File: src/rtl/glob_acc_strobe_seq_if.sv
// Control/strobe bundle between layer controller, strobe sequencer and global-accumulator pipe.
// Latency: n/a (wiring only).
// Backpressure: n/a; compute_done returns are the only flow control.
interface glob_acc_strobe_seq_if #(
  parameter int THR_W  = 8,
  parameter int BANK_W = 4
);
  // layer controller side
  logic              start;
  logic [5:0]        cfg_rows;
  logic [BANK_W-1:0] cfg_banks;
  logic              cfg_dense;
  logic              cfg_et_en;
  logic [THR_W-1:0]  cfg_et_thr;
  logic              busy;
  logic              job_done;
  logic              err_underflow;
  // global-accumulator pipe side
  logic              compute_done;
  logic [5:0]        ROW_INDEX;
  logic [THR_W-1:0]  ET_THRESHOLD;
  logic              RowIndex_Update;
  logic              BnkCtr_Clr;
  logic              BnkCtr_Latch;
  logic              GlbCtr_Latch;
  logic              MxPl_Sparse_Clr;
  logic              MxPl_Sparse_Latch;
  logic              MxPl_Dense_Clr;
  logic              MxPl_Dense_Latch;
  logic              ET_Thr_Latch;
  logic              ET_L1_Clr;
  logic              ET_L1_En;
  logic              ET_L3_En;

  // sequencer side
  modport slave (
    input  start, cfg_rows, cfg_banks, cfg_dense, cfg_et_en, cfg_et_thr, compute_done,
    output busy, job_done, err_underflow, ROW_INDEX, ET_THRESHOLD, RowIndex_Update,
           BnkCtr_Clr, BnkCtr_Latch, GlbCtr_Latch, MxPl_Sparse_Clr, MxPl_Sparse_Latch,
           MxPl_Dense_Clr, MxPl_Dense_Latch, ET_Thr_Latch, ET_L1_Clr, ET_L1_En, ET_L3_En
  );

  // controller / pipe side
  modport master (
    output start, cfg_rows, cfg_banks, cfg_dense, cfg_et_en, cfg_et_thr, compute_done,
    input  busy, job_done, err_underflow, ROW_INDEX, ET_THRESHOLD, RowIndex_Update,
           BnkCtr_Clr, BnkCtr_Latch, GlbCtr_Latch, MxPl_Sparse_Clr, MxPl_Sparse_Latch,
           MxPl_Dense_Clr, MxPl_Dense_Latch, ET_Thr_Latch, ET_L1_Clr, ET_L1_En, ET_L3_En
  );
endinterface

File: src/rtl/glob_acc_strobe_seq.sv
// Per-row strobe sequencer for the global-accumulator pipe, bounding rows in flight via compute_done.
// Latency: first ROW_START one cycle after accept; row period cfg_banks+3 cycles when not stalled.
// Backpressure: parks in WAIT while MAX_OUT rows are outstanding; start ignored while busy.
// Optional: define GACC_SEQ_PERF_EN to add perf_busy_cyc / perf_stall_cyc counters.
module glob_acc_strobe_seq #(
  parameter int THR_W   = 8,
  parameter int BANK_W  = 4,
  parameter int MAX_OUT = 4
) (
  input  logic CLK,
  input  logic RESET_N,
  glob_acc_strobe_seq_if.slave bus
`ifdef GACC_SEQ_PERF_EN
  ,
  output logic [31:0] perf_busy_cyc,
  output logic [31:0] perf_stall_cyc
`endif
);

  localparam logic [3:0] MAX_OUT_C = 4'(MAX_OUT);

  typedef enum logic [2:0] {
    S_IDLE, S_ROW_START, S_BANK, S_ROW_END, S_WAIT, S_DRAIN
  } state_t;

  state_t            state_q, state_d;
  logic [5:0]        row_q;
  logic [BANK_W-1:0] bank_q;
  logic [3:0]        out_q, out_d;
  logic [5:0]        cfg_rows_q;
  logic [BANK_W-1:0] cfg_banks_q;
  logic              cfg_dense_q;
  logic              cfg_et_en_q;
  logic [THR_W-1:0]  et_thr_q;
  logic              err_q;
  logic              accept;
  logic              row_end;

  logic job_done_c, riu_c, bclr_c, blat_c, glat_c, sclr_c, slat_c;
  logic dclr_c, dlat_c, ettl_c, l1c_c, l1e_c, l3e_c;

  assign accept  = (state_q == S_IDLE) && bus.start;
  assign row_end = (state_q == S_ROW_END);

  // outstanding-row count after this cycle: increment and return cancel, no decrement below zero
  always_comb begin
    out_d = out_q;
    if (row_end && !bus.compute_done)
      out_d = out_q + 4'd1;
    else if (!row_end && bus.compute_done && (out_q != 4'd0))
      out_d = out_q - 4'd1;
  end

  // state register
  always_ff @(posedge CLK or negedge RESET_N) begin
    if (!RESET_N) state_q <= S_IDLE;
    else          state_q <= state_d;
  end

  // next-state and Moore strobe decode (strobes depend on state and registers only)
  always_comb begin
    state_d    = state_q;
    job_done_c = 1'b0;
    riu_c      = 1'b0;
    bclr_c     = 1'b0;
    blat_c     = 1'b0;
    glat_c     = 1'b0;
    sclr_c     = 1'b0;
    slat_c     = 1'b0;
    dclr_c     = 1'b0;
    dlat_c     = 1'b0;
    ettl_c     = 1'b0;
    l1c_c      = 1'b0;
    l1e_c      = 1'b0;
    l3e_c      = 1'b0;
    case (state_q)
      S_IDLE: begin
        if (bus.start) state_d = S_ROW_START;
      end
      S_ROW_START: begin
        riu_c  = 1'b1;
        bclr_c = !cfg_dense_q;
        sclr_c = !cfg_dense_q;
        dclr_c = cfg_dense_q;
        l1c_c  = cfg_et_en_q;
        ettl_c = cfg_et_en_q && (row_q == 6'd0);
        state_d = S_BANK;
      end
      S_BANK: begin
        blat_c = !cfg_dense_q;
        if (bank_q == cfg_banks_q) state_d = S_ROW_END;
      end
      S_ROW_END: begin
        glat_c = !cfg_dense_q;
        slat_c = !cfg_dense_q;
        dlat_c = cfg_dense_q;
        l1e_c  = cfg_et_en_q;
        l3e_c  = cfg_et_en_q;
        if (row_q == cfg_rows_q)     state_d = S_DRAIN;
        else if (out_d == MAX_OUT_C) state_d = S_WAIT;
        else                         state_d = S_ROW_START;
      end
      S_WAIT: begin
        if (out_q < MAX_OUT_C) state_d = S_ROW_START;
      end
      S_DRAIN: begin
        job_done_c = (out_q == 4'd0);
        if (out_q == 4'd0) state_d = S_IDLE;
      end
      default: state_d = S_IDLE;
    endcase
  end

  // job config capture, row/bank counters, outstanding count and sticky underflow
  always_ff @(posedge CLK or negedge RESET_N) begin
    if (!RESET_N) begin
      row_q       <= '0;
      bank_q      <= '0;
      out_q       <= '0;
      cfg_rows_q  <= '0;
      cfg_banks_q <= '0;
      cfg_dense_q <= 1'b0;
      cfg_et_en_q <= 1'b0;
      et_thr_q    <= '0;
      err_q       <= 1'b0;
    end else begin
      if (accept) begin
        cfg_rows_q  <= bus.cfg_rows;
        cfg_banks_q <= bus.cfg_banks;
        cfg_dense_q <= bus.cfg_dense;
        cfg_et_en_q <= bus.cfg_et_en;
        et_thr_q    <= bus.cfg_et_thr;
        row_q       <= '0;
      end
      if (state_q == S_ROW_START) bank_q <= '0;
      if (state_q == S_BANK)      bank_q <= bank_q + BANK_W'(1);
      if (row_end && (row_q != cfg_rows_q)) row_q <= row_q + 6'd1;
      out_q <= out_d;
      if (bus.compute_done && !row_end && (out_q == 4'd0)) err_q <= 1'b1;
    end
  end

  assign bus.busy              = (state_q != S_IDLE);
  assign bus.job_done          = job_done_c;
  assign bus.err_underflow     = err_q;
  assign bus.ROW_INDEX         = row_q;
  assign bus.ET_THRESHOLD      = et_thr_q;
  assign bus.RowIndex_Update   = riu_c;
  assign bus.BnkCtr_Clr        = bclr_c;
  assign bus.BnkCtr_Latch      = blat_c;
  assign bus.GlbCtr_Latch      = glat_c;
  assign bus.MxPl_Sparse_Clr   = sclr_c;
  assign bus.MxPl_Sparse_Latch = slat_c;
  assign bus.MxPl_Dense_Clr    = dclr_c;
  assign bus.MxPl_Dense_Latch  = dlat_c;
  assign bus.ET_Thr_Latch      = ettl_c;
  assign bus.ET_L1_Clr         = l1c_c;
  assign bus.ET_L1_En          = l1e_c;
  assign bus.ET_L3_En          = l3e_c;

`ifdef GACC_SEQ_PERF_EN
  // saturating busy/stall cycle counters, cleared at accept and frozen once idle
  always_ff @(posedge CLK or negedge RESET_N) begin
    if (!RESET_N) begin
      perf_busy_cyc  <= '0;
      perf_stall_cyc <= '0;
    end else if (accept) begin
      perf_busy_cyc  <= '0;
      perf_stall_cyc <= '0;
    end else begin
      if ((state_q != S_IDLE) && (perf_busy_cyc != 32'hFFFF_FFFF))
        perf_busy_cyc <= perf_busy_cyc + 32'd1;
      if ((state_q == S_WAIT) && (perf_stall_cyc != 32'hFFFF_FFFF))
        perf_stall_cyc <= perf_stall_cyc + 32'd1;
    end
  end
`endif

endmodule

File: src/flat_wrapper.sv
// flat-port wrapper written by rule: the top's interface ports become plain ports
module glob_acc_strobe_seq_flat 
#(
  parameter int THR_W   = 8,
  parameter int BANK_W  = 4,
  parameter int MAX_OUT = 4
)
  (CLK, RESET_N, bus_start, bus_cfg_rows, bus_cfg_banks, bus_cfg_dense, bus_cfg_et_en, bus_cfg_et_thr, bus_compute_done, bus_busy, bus_job_done, bus_err_underflow, bus_ROW_INDEX, bus_ET_THRESHOLD, bus_RowIndex_Update, bus_BnkCtr_Clr, bus_BnkCtr_Latch, bus_GlbCtr_Latch, bus_MxPl_Sparse_Clr, bus_MxPl_Sparse_Latch, bus_MxPl_Dense_Clr, bus_MxPl_Dense_Latch, bus_ET_Thr_Latch, bus_ET_L1_Clr, bus_ET_L1_En, bus_ET_L3_En);
  glob_acc_strobe_seq_if #(.THR_W(THR_W), .BANK_W(BANK_W)) bus_i ();
  input  logic CLK;
  input  logic RESET_N;
  input wire logic [$bits(bus_i.start)-1:0] bus_start;
  input wire logic [$bits(bus_i.cfg_rows)-1:0] bus_cfg_rows;
  input wire logic [$bits(bus_i.cfg_banks)-1:0] bus_cfg_banks;
  input wire logic [$bits(bus_i.cfg_dense)-1:0] bus_cfg_dense;
  input wire logic [$bits(bus_i.cfg_et_en)-1:0] bus_cfg_et_en;
  input wire logic [$bits(bus_i.cfg_et_thr)-1:0] bus_cfg_et_thr;
  input wire logic [$bits(bus_i.compute_done)-1:0] bus_compute_done;
  output wire logic [$bits(bus_i.busy)-1:0] bus_busy;
  output wire logic [$bits(bus_i.job_done)-1:0] bus_job_done;
  output wire logic [$bits(bus_i.err_underflow)-1:0] bus_err_underflow;
  output wire logic [$bits(bus_i.ROW_INDEX)-1:0] bus_ROW_INDEX;
  output wire logic [$bits(bus_i.ET_THRESHOLD)-1:0] bus_ET_THRESHOLD;
  output wire logic [$bits(bus_i.RowIndex_Update)-1:0] bus_RowIndex_Update;
  output wire logic [$bits(bus_i.BnkCtr_Clr)-1:0] bus_BnkCtr_Clr;
  output wire logic [$bits(bus_i.BnkCtr_Latch)-1:0] bus_BnkCtr_Latch;
  output wire logic [$bits(bus_i.GlbCtr_Latch)-1:0] bus_GlbCtr_Latch;
  output wire logic [$bits(bus_i.MxPl_Sparse_Clr)-1:0] bus_MxPl_Sparse_Clr;
  output wire logic [$bits(bus_i.MxPl_Sparse_Latch)-1:0] bus_MxPl_Sparse_Latch;
  output wire logic [$bits(bus_i.MxPl_Dense_Clr)-1:0] bus_MxPl_Dense_Clr;
  output wire logic [$bits(bus_i.MxPl_Dense_Latch)-1:0] bus_MxPl_Dense_Latch;
  output wire logic [$bits(bus_i.ET_Thr_Latch)-1:0] bus_ET_Thr_Latch;
  output wire logic [$bits(bus_i.ET_L1_Clr)-1:0] bus_ET_L1_Clr;
  output wire logic [$bits(bus_i.ET_L1_En)-1:0] bus_ET_L1_En;
  output wire logic [$bits(bus_i.ET_L3_En)-1:0] bus_ET_L3_En;
  assign bus_i.start = bus_start;
  assign bus_i.cfg_rows = bus_cfg_rows;
  assign bus_i.cfg_banks = bus_cfg_banks;
  assign bus_i.cfg_dense = bus_cfg_dense;
  assign bus_i.cfg_et_en = bus_cfg_et_en;
  assign bus_i.cfg_et_thr = bus_cfg_et_thr;
  assign bus_i.compute_done = bus_compute_done;
  assign bus_busy = bus_i.busy;
  assign bus_job_done = bus_i.job_done;
  assign bus_err_underflow = bus_i.err_underflow;
  assign bus_ROW_INDEX = bus_i.ROW_INDEX;
  assign bus_ET_THRESHOLD = bus_i.ET_THRESHOLD;
  assign bus_RowIndex_Update = bus_i.RowIndex_Update;
  assign bus_BnkCtr_Clr = bus_i.BnkCtr_Clr;
  assign bus_BnkCtr_Latch = bus_i.BnkCtr_Latch;
  assign bus_GlbCtr_Latch = bus_i.GlbCtr_Latch;
  assign bus_MxPl_Sparse_Clr = bus_i.MxPl_Sparse_Clr;
  assign bus_MxPl_Sparse_Latch = bus_i.MxPl_Sparse_Latch;
  assign bus_MxPl_Dense_Clr = bus_i.MxPl_Dense_Clr;
  assign bus_MxPl_Dense_Latch = bus_i.MxPl_Dense_Latch;
  assign bus_ET_Thr_Latch = bus_i.ET_Thr_Latch;
  assign bus_ET_L1_Clr = bus_i.ET_L1_Clr;
  assign bus_ET_L1_En = bus_i.ET_L1_En;
  assign bus_ET_L3_En = bus_i.ET_L3_En;
  glob_acc_strobe_seq #(.THR_W(THR_W), .BANK_W(BANK_W), .MAX_OUT(MAX_OUT)) u_core (.CLK(CLK), .RESET_N(RESET_N), .bus(bus_i));
endmodule
File: config.mk
export PLATFORM = sky130hd
export DESIGN_NAME = glob_acc_strobe_seq_flat
export DESIGN_NICKNAME = d
export VERILOG_FILES = /design/src/rtl/glob_acc_strobe_seq_if.sv /design/src/rtl/glob_acc_strobe_seq.sv /design/src/flat_wrapper.sv
export SDC_FILE = /design/constraint.sdc
export NUM_CORES = 1
export LEC_CHECK = 0
export CORE_ASPECT_RATIO = 0.9
export CORE_MARGIN = 4
export CORE_UTILIZATION = 35
export CTS_BUF_LIST = sky130_fd_sc_hd__clkbuf_16
export CTS_CLUSTER_DIAMETER = 40
export DETAILED_ROUTE_END_ITERATION = 8
export GPL_TIMING_DRIVEN = 0
export PLACE_DENSITY = 0.58
export SKIP_CTS_REPAIR_TIMING = 1
export SLEW_MARGIN = 40
export SYNTH_ARGS = -nofsm -noshare
export SYNTH_HDL_FRONTEND = slang
export SYNTH_SLANG_ARGS = --single-unit
File: constraint.sdc
create_clock -name CLK -period 2.1 [get_ports CLK]
set_input_delay 0.21 -clock CLK [delete_from_list [all_inputs] [get_ports CLK]]
set_output_delay 0.21 -clock CLK [all_outputs]
set_load 0.05 [all_outputs]
-- Word-level counts from Yosys, hierarchy flattened
Index checks and enable logic that the tools add are counted.
- output and inout port bits: 29
- word-level logic and storage cells: 69
- bits in registers: 38
- input port bits: 24
- $lt $le $gt $ge: 1
- muxes and demuxes: 23
- $add $sub $neg: 4
- reductions and logical operators: 18
- eq/ne operators: 13
- operators with widths (operator ; count):
    $mux 3 ; 6
    $pmux 3 s6 ; 1
    $mux 4 ; 4
    $mux 6 ; 2
    $mux 1 ; 10
    $add 4x1->4 const B ; 2
    $logic_and 1x1->1 ; 7
    $add 6x1->6 const B ; 1
    $eq 3x2->1 const B ; 2
    $eq 3x3->1 const B ; 2
    $eq 6x6->1 ; 1
    $logic_not 6->1 ; 1
    $ne 2x1->1 const B ; 3
    $ne 6x6->1 ; 1
    $eq 4x3->1 const B ; 1
    $eq 4x4->1 ; 1
    $logic_not 4->1 ; 1
    $lt 4x3->1 const B ; 1
    $reduce_and 4->1 ; 1
    $reduce_bool 2->1 ; 2
    $reduce_bool 4->1 ; 1
    $sub 4x1->4 const B ; 1
    $eq 3x1->1 const B ; 1
    $logic_not 1->1 ; 3
    other kinds (3) ; 3

-- Logic depth before layout (Yosys ltp)
- word-level depth: 10
- mapped depth: 8
- depth with buffers taken out: 8

-- Worst setup path before layout
Ideal clock, no wire load.
- path type: flip-flop to output port
- from: reg u_core.state_q[2]
- to: out bus_ET_Thr_Latch
- path slack: -1.023 ns
- data required time: 1.890 ns
- cell stages (with the launch flop): 5
- path buffers: 1
- arrival time: 2.913 ns
- cell sequence: dfrtp_1 > clkbuf_1 > nor3_1 > and2_1 > and3_1
- longest elaborated chain between the ends: 2
- ends and longest elaborated chain (what ; line ; text):
    start, declared ; glob_acc_strobe_seq.sv:26 ; state_t state_q, state_d;
    start signal, assigned ; glob_acc_strobe_seq.sv:57 ; else state_q <= state_d;
    $eq 3x1->1 ; glob_acc_strobe_seq.sv:76 ; case (state_q)
    $mux 1 ; glob_acc_strobe_seq.sv:76 ;
    end, declared ; flat_wrapper.sv:32 ; output wire logic [$bits(bus_i.ET_Thr_Latch)-1:0] bus_ET_Thr_Latch;
Every way passes these cells.

-- Worst setup path in the final report
- from: reg u_core.state_q[0]
- to: out bus_busy
- longest elaborated chain between the ends: 1
- ends and longest elaborated chain (what ; line ; text):
    $reduce_bool 3->1 ; glob_acc_strobe_seq.sv:143 ; assign bus.busy = (state_q != S_IDLE);
    end, declared ; flat_wrapper.sv:19 ; output wire logic [$bits(bus_i.busy)-1:0] bus_busy;
Every way passes these cells.

==> results.json <==
{
  "drive_gt1_frac": 0.279,
  "status": "complete, no violations",
  "yosysWarnings": 0,
  "finClkSkew_ps": 4.28,
  "critPathRequiredTime_ps": 1890,
  "whs_ps": 433,
  "hold_path.class": "in2async",
  "antenna_found_initial": 0,
  "cts_max_level": 2,
  "place_congestion": 0.783,
  "cts_tree": "yes",
  "yosysSeqAreaShare": 0.446,
  "cts_root_buf": "clkbuf_16",
  "crit_fanout": 9,
  "antenna_cells": 0,
  "comb_power_share": 0.598,
  "power_density_nw_per_um2": 1810,
  "grt_pass1_vias": 1748,
  "cp-start-kind": "register",
  "relSlewSlack": 0.639,
  "grt_usage": 0.147,
  "critPathCaptureType": "output port",
  "first_pass_iters": 4,
  "ff2ff_setup_slack_ps": 130,
  "ys_seq_elements": 38,
  "p_seq_frac": 0.266,
  "swShare": 0.475,
  "cp.arrival_ps": 1810,
  "start_util": 0.368,
  "drt_iter0_drc": 67,
  "cts_buffers": 5,
  "r2r_cells": 8,
  "crit_slowest_cell": "clkdlybuf4s50_1",
  "netlist_instances": 201,
  "leakage_nw": 1.28,
  "nets": 290,
  "internal_power_w": 0.00278,
  "crit_family": "buffers and inverters",
  "ant_nets": 0,
  "fin_crit_sh": 0.961,
  "pwr-share-clk": 0.136,
  "p_switching_w": 0.00252,
  "route.final.wire_length_um": 4950,
  "async_flop_share": 1.00,
  "synth_edf_count": 0,
  "num_vias": 1718,
  "grt_first_pass_wirelength_um": 8580,
  "vias_per_cell": 5.17,
  "setup_violations": 0,
  "boundaryPins": 53,
  "final_cell_mix": "38 x clkdlybuf4s50_1, 36 x dfrtp_1, 21 x mux2_2, 13 x xnor2_1, 13 x o21ai_0",
  "layout.cells.non_filler": 332,
  "syn_nets": 230,
  "clkLatencyLatePin_ps": 280,
  "io_buffers": 52,
  "fillers": 539,
  "worst-path-buf-inv": 2,
  "report.final.slew_viol_count": 0,
  "clockBufferDepth": 2,
  "syn_area_um2": 2130,
  "synth-main-ff-cell": "dfrtp_1",
  "avgRoutedWirePerCell_um": 14.9,
  "drc_errors": 0,
  "critPathMaxStageDelay_ps": 700,
  "path_cells": "buf_6 > nor2_1 > nand2_1 > clkdlybuf4s50_1",
  "rows": 26,
  "worstMarginPinSlew_ps": 540,
  "maxCapViolCount": 0,
  "layout_commonest_cell": "clkdlybuf4s50_1",
  "crit_type": "reg2out",
  "core_um2": 5790,
  "area_delta_synth_final_pct": 37.2,
  "r2r_end": "u_core.state_q[0]",
  "die-height_um": 82.0,
  "die_w_um": 90.2,
  "place.detailed.hpwl_um": 3600,
  "clk_pin_slew_ps": 60,
  "max_freq_mhz": 495,
  "clock_sinks": 38,
  "dp.cells": 323,
  "die_area_um2": 7400,
  "r2r_start": "u_core.out_q[1]",
  "grt_max_degree": 39,
  "syn_avg_cell_area_um2": 10.6,
  "vdd_drop_max_mv": 0.947,
  "synth_cell_type_count": 49,
  "hold_violations": 0,
  "overflow": 0,
  "period_minus_slack_ps": 2020
}
flip-flops by register name, summed over array words and instances (netlist names):
name                      flops
u_core.cfg_rows_q             6
u_core.cfg_dense_q            1
u_core.out_q                  4
u_core.bank_q                 4
u_core.cfg_banks_q            4
u_core.bus.ROW_INDEX          6
u_core.state_q                3
u_core.bus.ET_THRESHOLD       8
u_core.bus.err_underflow      1
u_core.cfg_et_en_q            1
Yosys cell counts (all sizes together), types with 3 or more instances:
cell type | count | area, µm²
dfrtp | 38 | 951
mux2 | 21 | 236
o21ai | 15 | 78.8
xnor2 | 13 | 114
nor2 | 12 | 47.6
buf | 11 | 76.3
nand2 | 10 | 37.5
nand3 | 8 | 50.1
a21oi | 7 | 35.0
inv | 7 | 26.3
nor3 | 7 | 40.0
ha | 5 | 62.6
and2 | 4 | 25.0
nand4 | 4 | 25.0
nor2b | 4 | 25.0
nor4 | 4 | 25.0
o31ai | 4 | 40.0
and3 | 3 | 18.8
cell families after synthesis:
family	count (synthesis)	synth area share
xor+xnor	13	0.0534
flops	38	0.446
fa+ha+maj	5	0.0294
simple gates	65	0.176
mux	21	0.111
buf+inv	20	0.0517
compound gates	39	0.133
per-stage QoR:
stage	total power [W]	setup WS (ps)	area, µm²	util	TNS (ps)
after floorplan	0.00370	-242	2150	-	-426
after global placement	0.00458	-319	2760	0.477	-10210
after detailed placement	0.00459	-317	2760	0.477	-1120
after CTS	0.00534	-619	2900	0.501	-4870
after global routing	0.00568	-11.6	2920	0.505	-11.6
final	0.00530	81.5	2920	0.505	0
metal layers:
layer / wire length (µm) / track usage
met5: 0 / 0
met1: 2360 / 0.189
met3: 353 / 0.0476
met4: 53 / 0.0550
met2: 2180 / 0.231
how the worst max path moves through the flow:
stage                             to              start  depth (start not counted)  slack (ps)
floorplan           bus_ET_Thr_Latch  u_core.state_q[2]                          4        -240
global placement        bus_job_done    u_core.out_q[0]                          5        -320
detailed placement      bus_job_done    u_core.out_q[0]                          5        -320
CTS                     bus_job_done    u_core.out_q[0]                          5        -620
global route           bus_ET_L1_Clr  u_core.state_q[2]                          4         -10
finish                      bus_busy  u_core.state_q[0]                          4          80
cell type report:
cell class,instances,area [µm²],share of cell area
repair buffers,53,517,0.177
plain buffers,13,85.1,0.0291
well taps,70,87.6,0.0300
multi-input cells,143,1110,0.381
clock inverters,3,16.3,0.00557
clock buffers,5,125,0.0428
inverters,7,26.3,0.00899
flip-flops and latches,38,953,0.326
power groups by stage:
stage | Combinational (W) | Clock (W) | Sequential (W)
final | 0.00317 | 0.000721 | 0.00141
after detailed placement | 0.00317 | 0 | 0.00142
after global routing | 0.00342 | 0.000788 | 0.00147
after global placement | 0.00317 | 0 | 0.00141
after floorplan | 0.00193 | 0 | 0.00177
after CTS | 0.00319 | 0.000742 | 0.00141
Note: power is estimated with default switching activity, not from simulation.
